## src/rtl/wb_blinky_regs.sv

```systemverilog
// wb_blinky_regs
// Wishbone classic register responder for a programmable LED blinker.
// Firmware on the MCU sets the blink period and pattern mode and receives an
// interrupt each time the tick counter wraps.
//
// Ports:
//   clock      rising-edge system clock
//   reset_n    asynchronous active-low reset
//   wb_adr_i   byte address; only [4:2] decoded, upper bits alias
//   wb_dat_i   write data
//   wb_sel_i   write byte-lane enables
//   wb_we_i    write enable
//   wb_cyc_i   bus cycle active
//   wb_stb_i   strobe
//   wb_dat_o   read data, non-zero only in the ack cycle
//   wb_ack_o   single-cycle acknowledge, one cycle after the request
//   led_o      registered LED drive, active-high
//   irq_o      level interrupt: WRAP & IRQ_EN
//
// Register map (adr[4:2]):
//   0 ID      RO  ID_VALUE
//   1 CTRL    RW  [0] RUN [1] IRQ_EN [2] MANUAL [5:3] LED_MAN
//   2 PERIOD  RW  [CNT_W-1:0]
//   3 COUNT   RO  zero-extended tick counter
//   4 STATUS  [0] WRAP, write-1-to-clear
//   5..7      read 0, writes ignored
module wb_blinky_regs #(
  parameter logic [31:0]      ID_VALUE       = 32'h424C_4E4B,
  parameter int               CNT_W          = 24,
  parameter logic [CNT_W-1:0] DEFAULT_PERIOD = CNT_W'(11_999_999)
) (
  input  logic        clock,
  input  logic        reset_n,
  input  logic [16:0] wb_adr_i,
  input  logic [31:0] wb_dat_i,
  input  logic [3:0]  wb_sel_i,
  input  logic        wb_we_i,
  input  logic        wb_cyc_i,
  input  logic        wb_stb_i,
  output logic [31:0] wb_dat_o,
  output logic        wb_ack_o,
  output logic [2:0]  led_o,
  output logic        irq_o
);

  localparam logic [2:0] A_ID     = 3'd0;
  localparam logic [2:0] A_CTRL   = 3'd1;
  localparam logic [2:0] A_PERIOD = 3'd2;
  localparam logic [2:0] A_COUNT  = 3'd3;
  localparam logic [2:0] A_STATUS = 3'd4;

  // Control / status state
  logic             run;
  logic             irq_en;
  logic             manual;
  logic [2:0]       led_man;
  logic [CNT_W-1:0] period;
  logic [CNT_W-1:0] count;
  logic [2:0]       pattern;
  logic             wrap;

  // Bus decode. Masking with ~ack keeps a held strobe from being taken twice,
  // so back-to-back requests are served at most every other cycle.
  logic       req;
  logic       wr;
  logic [2:0] reg_sel;

  assign req     = wb_cyc_i & wb_stb_i & ~wb_ack_o;
  assign wr      = req & wb_we_i;
  assign reg_sel = wb_adr_i[4:2];

  logic wr_ctrl, wr_period, wr_status;
  assign wr_ctrl   = wr & (reg_sel == A_CTRL) & wb_sel_i[0];
  assign wr_period = wr & (reg_sel == A_PERIOD);
  assign wr_status = wr & (reg_sel == A_STATUS) & wb_sel_i[0] & wb_dat_i[0];

  // Byte-lane merge for PERIOD; unselected lanes keep their current value.
  logic [31:0]      lane_mask;
  logic [CNT_W-1:0] period_wr;

  assign lane_mask = {{8{wb_sel_i[3]}}, {8{wb_sel_i[2]}},
                      {8{wb_sel_i[1]}}, {8{wb_sel_i[0]}}};
  assign period_wr = (period & ~lane_mask[CNT_W-1:0])
                   | (wb_dat_i[CNT_W-1:0] & lane_mask[CNT_W-1:0]);

  // Read mux; sampled into wb_dat_o on the edge that raises ack, so a read
  // returns the value held before that edge.
  logic [31:0] rdata;

  always_comb begin
    rdata = '0;
    case (reg_sel)
      A_ID:     rdata = ID_VALUE;
      A_CTRL:   rdata = {26'd0, led_man, manual, irq_en, run};
      A_PERIOD: rdata = 32'(period);
      A_COUNT:  rdata = 32'(count);
      A_STATUS: rdata = {31'd0, wrap};
      default:  rdata = '0;
    endcase
  end

  // Wrap when the counter reaches or has overshot PERIOD. Using >= means a
  // PERIOD shrunk below COUNT wraps immediately instead of rolling over.
  logic wrap_evt;
  assign wrap_evt = run & (count >= period);

  // Bus response
  always_ff @(posedge clock or negedge reset_n) begin
    if (!reset_n) begin
      wb_ack_o <= 1'b0;
      wb_dat_o <= '0;
    end else begin
      wb_ack_o <= req;
      wb_dat_o <= (req && !wb_we_i) ? rdata : '0;
    end
  end

  // Register writes
  always_ff @(posedge clock or negedge reset_n) begin
    if (!reset_n) begin
      run     <= 1'b0;
      irq_en  <= 1'b0;
      manual  <= 1'b0;
      led_man <= '0;
      period  <= DEFAULT_PERIOD;
    end else begin
      if (wr_ctrl) begin
        run     <= wb_dat_i[0];
        irq_en  <= wb_dat_i[1];
        manual  <= wb_dat_i[2];
        led_man <= wb_dat_i[5:3];
      end
      if (wr_period) period <= period_wr;
    end
  end

  // Tick engine and LED drive. The tick uses the CTRL/PERIOD values in place
  // before any write committed on the same edge.
  always_ff @(posedge clock or negedge reset_n) begin
    if (!reset_n) begin
      count   <= '0;
      pattern <= '0;
      wrap    <= 1'b0;
      led_o   <= '0;
    end else begin
      if (run) count <= wrap_evt ? '0 : count + CNT_W'(1);
      if (wrap_evt) pattern <= pattern + 3'd1;
      // A new wrap outranks a simultaneous write-1-to-clear.
      if (wrap_evt)       wrap <= 1'b1;
      else if (wr_status) wrap <= 1'b0;
      led_o <= manual ? led_man : pattern;
    end
  end

  assign irq_o = wrap & irq_en;

endmodule

```

## config.mk

```make
export PLATFORM = sky130hd
export DESIGN_NAME = wb_blinky_regs
export DESIGN_NICKNAME = d
export VERILOG_FILES = /design/src/rtl/wb_blinky_regs.sv
export SDC_FILE = /design/constraint.sdc
export NUM_CORES = 1
export LEC_CHECK = 0
export CAP_MARGIN = 10
export CELL_PAD_IN_SITES_DETAIL_PLACEMENT = 2
export CELL_PAD_IN_SITES_GLOBAL_PLACEMENT = 2
export CORE_AREA = 3 3 121 123
export CTS_BUF_LIST = sky130_fd_sc_hd__clkbuf_4 sky130_fd_sc_hd__clkbuf_8
export DETAILED_ROUTE_END_ITERATION = 8
export DIE_AREA = 0 0 124 126
export PLACE_DENSITY_LB_ADDON = 0.1
export RECOVER_POWER = 25
export SKIP_LAST_GASP = 1
export SLEW_MARGIN = 20
export SYNTH_ARGS = -nofsm -noshare
export SYNTH_HDL_FRONTEND = slang
export SYNTH_SLANG_ARGS = --single-unit
export TNS_END_PERCENT = 100
```

## constraint.sdc

```tcl
create_clock -name clock -period 2.7 [get_ports clock]
set_clock_uncertainty 0.15 [all_clocks]
set_input_delay 0.405 -clock clock [delete_from_list [all_inputs] [get_ports clock]]
set_output_delay 0.405 -clock clock [all_outputs]
set_load 0.01 [all_outputs]
```

**Word level (Yosys, flattened, before mapping)**

Index checks and enable logic that the tools add are counted.

- Bits in registers: 94
- Input bits: 58
- Logic and storage cells: 44

- Eq/ne operators: 4
- Bitwise gates (word level): 16
- Reduce and logical (&&, ||, !) cells: 4
- $add $sub $neg: 2
- Muxes and demuxes: 6
- Order comparisons: 1

Operators by type and width:

| cell | count |
|---|---|
| $pmux W31 S5 | 1 |
| $and A24 B24 Y24 | 2 |
| $mux W32 | 1 |
| $add A24 B1 Y24 const B | 1 |
| $ge A24 B24 Y1 | 1 |
| $mux W24 | 1 |
| $not A24 Y24 | 1 |
| $or A24 B24 Y24 | 1 |
| $and A1 B1 Y1 | 11 |
| $eq A3 B2 Y1 const B | 2 |
| $add A3 B1 Y3 const B | 1 |
| $eq A3 B1 Y1 const B | 1 |
| $eq A3 B3 Y1 const B | 1 |
| $logic_not A3 Y1 | 1 |
| $mux W3 | 1 |
| $mux W1 | 2 |
| $reduce_bool A2 Y1 | 1 |
| $logic_and A1 B1 Y1 | 1 |
| $logic_not A1 Y1 | 1 |
| $not A1 Y1 | 1 |

**Longest topological paths before layout**

Gate-level depths: netlist (run 1).

- Depth in word-level cells: 8
- Depth in mapped cells: 10
- Depth with buffers taken out: 8

**Worst setup path after synthesis (run 1)**

OpenSTA, ideal clock, no wires.

- Path kind: register -> register
- Start: register (tool-made name)
- End: register pattern[1]
- Path slack: 0.442 ns
- Required time: 2.425 ns
- Stages on the path, launching flop included: 9
- Arrival time: 1.983 ns
- Path through: dfstp_2 inv_1 ha_1 a21o_1 a21o_1 a21oi_1 nand2_1 o21ai_1 mux2_2

RTL lines:

| what | RTL line | RTL |
|---|---|---|
| end signal, assigned | 147 | `if (wrap_evt) pattern <= pattern + 3'd1;` |
| end, declared | 59 | `logic [2:0] pattern;` |

==> results.yml, run 1 <==
layout:
  fin_util_pct: 42.8
  seq_area_mm2: 0.00220
  area_delta_synth_final_pct: 27.5
  fill_cells: 1490
  drive_above_1_share_pct: 25.9
  finalNetCount: 608
  diodes: 0
  multi_input_area_mm2: 0.00223
clocking:
  root_buffer: "clkbuf_8"
  cts_sinks: 87
  cts_tree: "built"
  clk_pin_slew_ps: 90
  htreeDepth: 3
  cts_buffers: 9
  clk_latency_ps: 380
  clock_path_buffers: 2
sta:
  worst_pin_slew_ps: 875
  grt_setup_unrepaired: "false"
  max_freq_mhz: 394
  layout_min_cycle_time_ps: 2540
  slew_headroom_pct: 41.7
  setup_viol: 0
  layout_worst_path_cycle_share_pct: 94.0
  setup_tns_ps: 0
  postLayoutSetupSlackWorst_ps: 161
  finalHoldViolCount: 0
  slew_viol_final: 0
  timing.hold.ws_ps: 345
critical_path:
  cp.required_ps: 2820
  crit_type: "flip-flop to flip-flop"
  endpoint_kind: "flip-flop"
  critPathMaxFanout: 7
  reg2reg_depth: 9
  cp-start-kind: "flip-flop"
  arrival_ps: 2650
floorplan:
  core_mm2: 0.0138
  die_area_mm2: 0.0156
  die_x_um: 124
  fp.dieH_um: 126
  initial_utilization_pct: 33.6
  io_pins: 95
  rows: 43
pwr:
  pwr-share-clk_pct: 28.3
  p_int_mw: 2.20
  p_sw_uw: 963
  p_leak_nw: 2.71
  power_density_mw_per_mm2: 536
  ir_drop_uv: 233
  combPwrFrac_pct: 23.3
  p_seq_share_pct: 48.4
  swShare_pct: 30.5
logic_synthesis:
  synth-edff-count: 0
  synth_cell_types: 53
  ys_ff_latch: 87
  yosysWarnings: 0
  ys.flop_type: "dfrtp_1"
  ys_async_sr_fraction_pct: 100
  syn_area_per_cell_um2: 10.8
  seq_area_frac_synth_pct: 47.5
  postSynthCellCount: 427
  syn_area_mm2: 0.00462
status:
  status: "completed"
drt:
  vias_per_cell: 5.12
  dr.pass1.iters: 4
  first_iter_violations: 119
  wl_mm: 14.2
  wl_per_cell_um: 20.0
  route.detailed.drc: 0
  dr_total_vias: 3631
  detail-route-antenna-nets: 0
global_routing:
  first_global_vias: 4072
  gr-total-overflow: 0
  grt_usage_pct: 19.4
  antenna_found_initial: 0
  grt_pass1_wl_mm: 22.8
  grt_max_degree: 55
flow_run:
  drv_cap: 0
placed_design:
  post-place-ws_ps: 88.1
  hpwl_mm: 10.8
  numPortBuffers: 65
  place_congestion: 0.809
min_path:
  whs_path_depth: 1
  hold_class: "flip-flop to flip-flop"
==> layout make-up <==
class | count | share of cell area [%]
Clock inverter | 3 | 0.297
Sequential cell | 87 | 37.3
Inverter | 29 | 1.85
Timing Repair Buffer | 104 | 16.2
Clock buffer | 13 | 2.82
Multi-Input combinational cell | 293 | 37.8
Tap cell | 180 | 3.82
==> per-layer routing <==
metal	GRT usage (%)	part of all wire, %	vias to the layer above
met2	36.4	56	50
met1	22.4	40	1883
met4	5.99	1.5	0
met5	0	0	-
met3	2.87	2.4	12
li1	-	-	1686
==> through the flow <==
stage	power [mW]	std cells	cell area, µm²
6_report	3.16	709	5900
4_1_cts	3.22	709	5890
3_5_place_dp	2.29	692	5690
2_1_floorplan	1.95	432	4640
3_3_place_gp	2.26	692	5690
5_1_grt	3.37	709	5900
==> worst max-delay path, cell delays in order, from the launching register on <==
cell and delay [ps]:
dfstp_2 550, inv_1 50, ha_1 280, nand4_1 190
nor3_2 260, nand3_1 150, o22ai_4 290, buf_4 200
o31ai_1 70, a22o_1 240
==> synth_stat cells (6+ instances only) <==
master	number	share of area, %
dfrtp_1	70	38
mux2_2	36	8.8
nor2_1	33	2.7
a21oi_1	29	3.1
inv_1	29	2.4
ha_1	26	7.0
nand2_1	22	1.8
dfstp_2	17	9.7
mux2i_1	12	2.6
a21oi_2	10	1.9
clkbuf_1	10	0.81
o31ai_1	10	1.6
a22o_1	9	1.7
nor3_1	9	0.97
and3_1	8	1.1
nand4_1	8	1.1
nor2b_1	8	1.1
xor2_1	8	1.5
buf_4	7	1.1
o21ai_0	7	0.76
nand3_1	6	0.65
==> power by group through the flow <==
stage / Sequential, mW / Combinational, mW / Clock [mW]
finish: 1.53 / 0.736 / 0.894
global route: 1.55 / 0.819 / 0.996
CTS: 1.53 / 0.743 / 0.940
detailed placement: 1.56 / 0.733 / 0
global placement: 1.55 / 0.702 / 0
floorplan: 1.54 / 0.408 / 0
==> placed cells by master, fill, tap and decap left out, types with 6 or more instances in the layout <==
master | netlist | routed
buf_4 | 7 | 36
clkbuf_8 | 0 | 11
dfrtp_1 | 70 | 70
nor2b_1 | 8 | 8
a21oi_2 | 10 | 10
xor2_1 | 8 | 8
mux2i_1 | 12 | 12
o31ai_1 | 10 | 9
nand3_1 | 6 | 6
inv_1 | 29 | 29
nand2_1 | 22 | 21
nor3_1 | 9 | 8
dfstp_2 | 17 | 17
nand4_1 | 8 | 8
conb_1 | 1 | 6
ha_1 | 26 | 26
clkdlybuf4s50_1 | 0 | 63
o21ai_0 | 7 | 7
a22o_1 | 9 | 9
mux2_2 | 36 | 36
and3_1 | 8 | 8
a21oi_1 | 29 | 29
nor2_1 | 33 | 33
==> kinds of logic (layout without fill, tap and decap cells) <==
group           Yosys count  count (layout)  synth area share [%]
compound gates           84              84                  12.7
xor+xnor                 13              13                  2.46
fa+ha+maj                26              26                  7.03
buf+inv                  52             149                  5.22
flops                    87              87                  47.5
mux                      48              48                  11.4
other cells               1               6                0.0811
simple gates            116             116                  13.6
==> worst paths after layout <==
path,startpoint,endpoint,slack [ps]
worst max-delay path,flip-flop,count[6],160
worst min-delay path,pattern[2],pattern[2],350
worst max register to register,flip-flop,count[6],160
worst min register to register,pattern[2],pattern[2],350
max in group asynchronous,reset_n,led_man[2],500
min in group asynchronous,reset_n,async pin,520
==> timing repair <==
action	4_1_cts	5_1_grt
resized for setup	0	5
endpoints found under the setup margin	0	22
buffers inserted	0	0
hold buffers	1	0
hold endpoints to repair	25	0
Note: power is estimated with default switching activity, not from simulation.
==> run 2: changes to the inputs <==
ABC_AREA = 1   (was default)
CORE_AREA = 3 3 129 131   (was 3 3 121 123)
DIE_AREA = 0 0 132 134   (was 0 0 124 126)
==> run 2 against run 1 <==
Effect of this change: the run now ends with capacitance limit, slew limit left; synthesized area increased by 3.5%; die area up 13%; synthesized cell count is 36% higher; clock-buffer cell count is 2 lower.
==> results.yml, run 2 <==
status:
  status: "complete, but fails checks"
  violations: "capacitance limit, slew limit"
clocking:
  root_buffer: "clkbuf_8"
  cts_buffers: 9
  cts_tree: "built"
  clk_pin_slew_ps: 90
  clk_latency_ps: 380
  htreeDepth: 3
  clock_path_buffers: 2
  cts_sinks: 87
floorplan:
  rows: 46
  initial_utilization_pct: 30.5
  core_mm2: 0.0157
  die_area_mm2: 0.0177
  io_pins: 95
  fp.dieH_um: 134
  die_x_um: 132
layout:
  diodes: 0
  finalNetCount: 747
  design_area_mm2: 0.00598
  area_delta_synth_final_pct: 25.0
  mostFrequentLayoutCells: "120 x nand2_1, 77 x inv_1, 70 x dfrtp_1"
  drive_above_1_share_pct: 13.9
  fin_util_pct: 38.1
  final_common_cell: "nand2_1"
drt:
  dr.pass1.iters: 4
  route.detailed.drc: 0
  vias_per_cell: 4.81
  detail-route-antenna-nets: 0
  dr_total_vias: 4249
  first_iter_violations: 132
  wl_mm: 16.1
  wl_per_cell_um: 18.2
logic_synthesis:
  syn_area_mm2: 0.00479
  seq_area_frac_synth_pct: 45.9
  synth-edff-count: 0
  ys.flop_type: "dfrtp_1"
  synth_top_area_share_pct: 36.6
  ys_async_sr_fraction_pct: 100
  yosysWarnings: 0
  yosysTopAreaCell: "dfrtp_1"
  synth_most_common_cell: "nand2_1"
  synth.top_cells.by_area: "dfrtp_1 37%, nand2_1 9.4%, dfstp_2 9.3%"
  synth_cell_types: 40
  syn_area_per_cell_um2: 8.27
  postSynthCellCount: 579
  ys_ff_latch: 87
  yosys-top-cells-count: "120 x nand2_1, 77 x inv_1, 70 x dfrtp_1"
critical_path:
  endpoint_kind: "flip-flop"
  cp-start-kind: "flip-flop"
  arrival_ps: 2550
  critPathMaxFanout: 22
  crit_type: "flip-flop to flip-flop"
  cp.required_ps: 2860
placed_design:
  hpwl_mm: 12.4
  post_dp_cell_area_mm2: 0.00578
  place_congestion: 0.810
  numPortBuffers: 65
sta:
  worst_pin_slew_ps: 1650
  setup_tns_ps: 0
  setup_viol: 0
  max_freq_mhz: 420
  slew_headroom_pct: -10.2
  layout_worst_path_cycle_share_pct: 88.3
  grt_setup_unrepaired: "false"
  slew_viol_final: 27
  layout_min_cycle_time_ps: 2380
  finalHoldViolCount: 0
global_routing:
  first_global_vias: 4765
  grt-busiest-layer: "met2"
  grt_max_degree: 38
  grt_pass1_wl_mm: 26.4
  grtUsageMet2_pct: 36.0
  met3_usage_pct: 2.36
  grt_usage_pct: 19.2
  grt_util_met1_pct: 22.7
  antenna_found_initial: 0
  gr-total-overflow: 0
pwr:
  power_mw: 2.97
  power_density_mw_per_mm2: 496
  p_int_mw: 2.06
  p_seq_share_pct: 50.3
  pwr-share-clk_pct: 32.3
  p_leak_nw: 2.95
  swShare_pct: 30.6
  p_sw_uw: 907
  combPwrFrac_pct: 17.4
  ir_drop_uv: 225
min_path:
  hold_class: "flip-flop to flip-flop"
flow_run:
  drv_cap: 1
-- run 2: changes by cell type in the layout (fill, tap and decap cells not counted), moves of 13 or more --
cell / change
a21oi_1: +22
a22oi_1: +13
buf_4: -13
inv_1: +48
mux2_2: -34
nand2_1: +99
nand3_1: +19
nor2_1: +24
-- run 2: routing by layer --
| layer | routed length (µm) | part of all wire, % |
|---|---|---|
| met4 | 246 | 1.5 |
| met3 | 308 | 1.9 |
| met5 | 0 | 0 |
| met1 | 6810 | 42 |
| met2 | 8680 | 54 |
-- run 2: path summary, 6_finish.rpt --
check	endpoint	slack (ps)	cells past startpoint
min in group asynchronous	wb_dat_o[21]	830	2
min	flip-flop	330	2
max in group asynchronous	count[5]	450	3
max reg2reg	pattern[0]	320	12
max	pattern[0]	320	12
min reg2reg	flip-flop	330	2
-- run 2: layout make-up --
cell class              count  area (µm²)
fillers                  1808        9730
repair buffers             91         852
clock inverters             5        58.8
multi-input cells         389        2150
well taps                 216         270
flip-flops and latches     87        2200
inverters                  85         319
clock buffers              11         139
-- run 2: cell families (layout without fill, tap and decap cells) --
| group | after synthesis | in the layout | share of synthesized area (%) |
|---|---|---|---|
| AND/OR/NAND/NOR | 241 | 241 | 22.5 |
| multiplexers | 2 | 2 | 0.471 |
| XOR/XNOR | 14 | 14 | 2.56 |
| other | 1 | 6 | 0.0784 |
| buffers and inverters | 108 | 192 | 9.62 |
| adder cells (fa/ha/maj) | 26 | 26 | 6.80 |
| flip-flops | 87 | 87 | 45.9 |
| AO/OA/AOI/OAI | 100 | 100 | 12.0 |
-- run 2: worst max-delay path: stages, from the launching register on --
cell and delay, ps:
dfstp_2 550, inv_1 60, ha_1 290, nand2_1 90
nor2_2 150, nand2_1 100, nor2_2 160, and2_1 150
nor2_1 70, nand2_2 60, buf_4 270, nand3_1 110
nand2_1 80
-- run 2: power by group through the flow --
stage / registers (mW) / logic, mW / clock network (mW)
final: 1.49 / 0.517 / 0.958
after global routing: 1.51 / 0.595 / 1.05
after CTS: 1.49 / 0.530 / 1.00
after detailed placement: 1.52 / 0.521 / 0
after global placement: 1.51 / 0.484 / 0
after floorplan: 1.49 / 0.306 / 0
-- run 2: per-stage QoR --
step	hold WS, ps	setup WS [ps]	std cells
floorplan	-40.6	725	584
global placement	202	326	867
global route	349	121	884
CTS	325	239	884
detailed placement	205	245	867
finish	331	316	884
-- run 2: repair_timing --
action / in CTS / in global routing
hold endpoints to repair: 17 / 0
gates resized for setup: 0 / 0
setup endpoints to repair: 0 / 0
hold buffers: 1 / 0
setup buffers: 0 / 0
==> run 3: changes to the inputs <==
SLEW_MARGIN = default   (was 20)
==> results of run 3 <==
Final layout, timing and power as in run 2 (identical DEF).
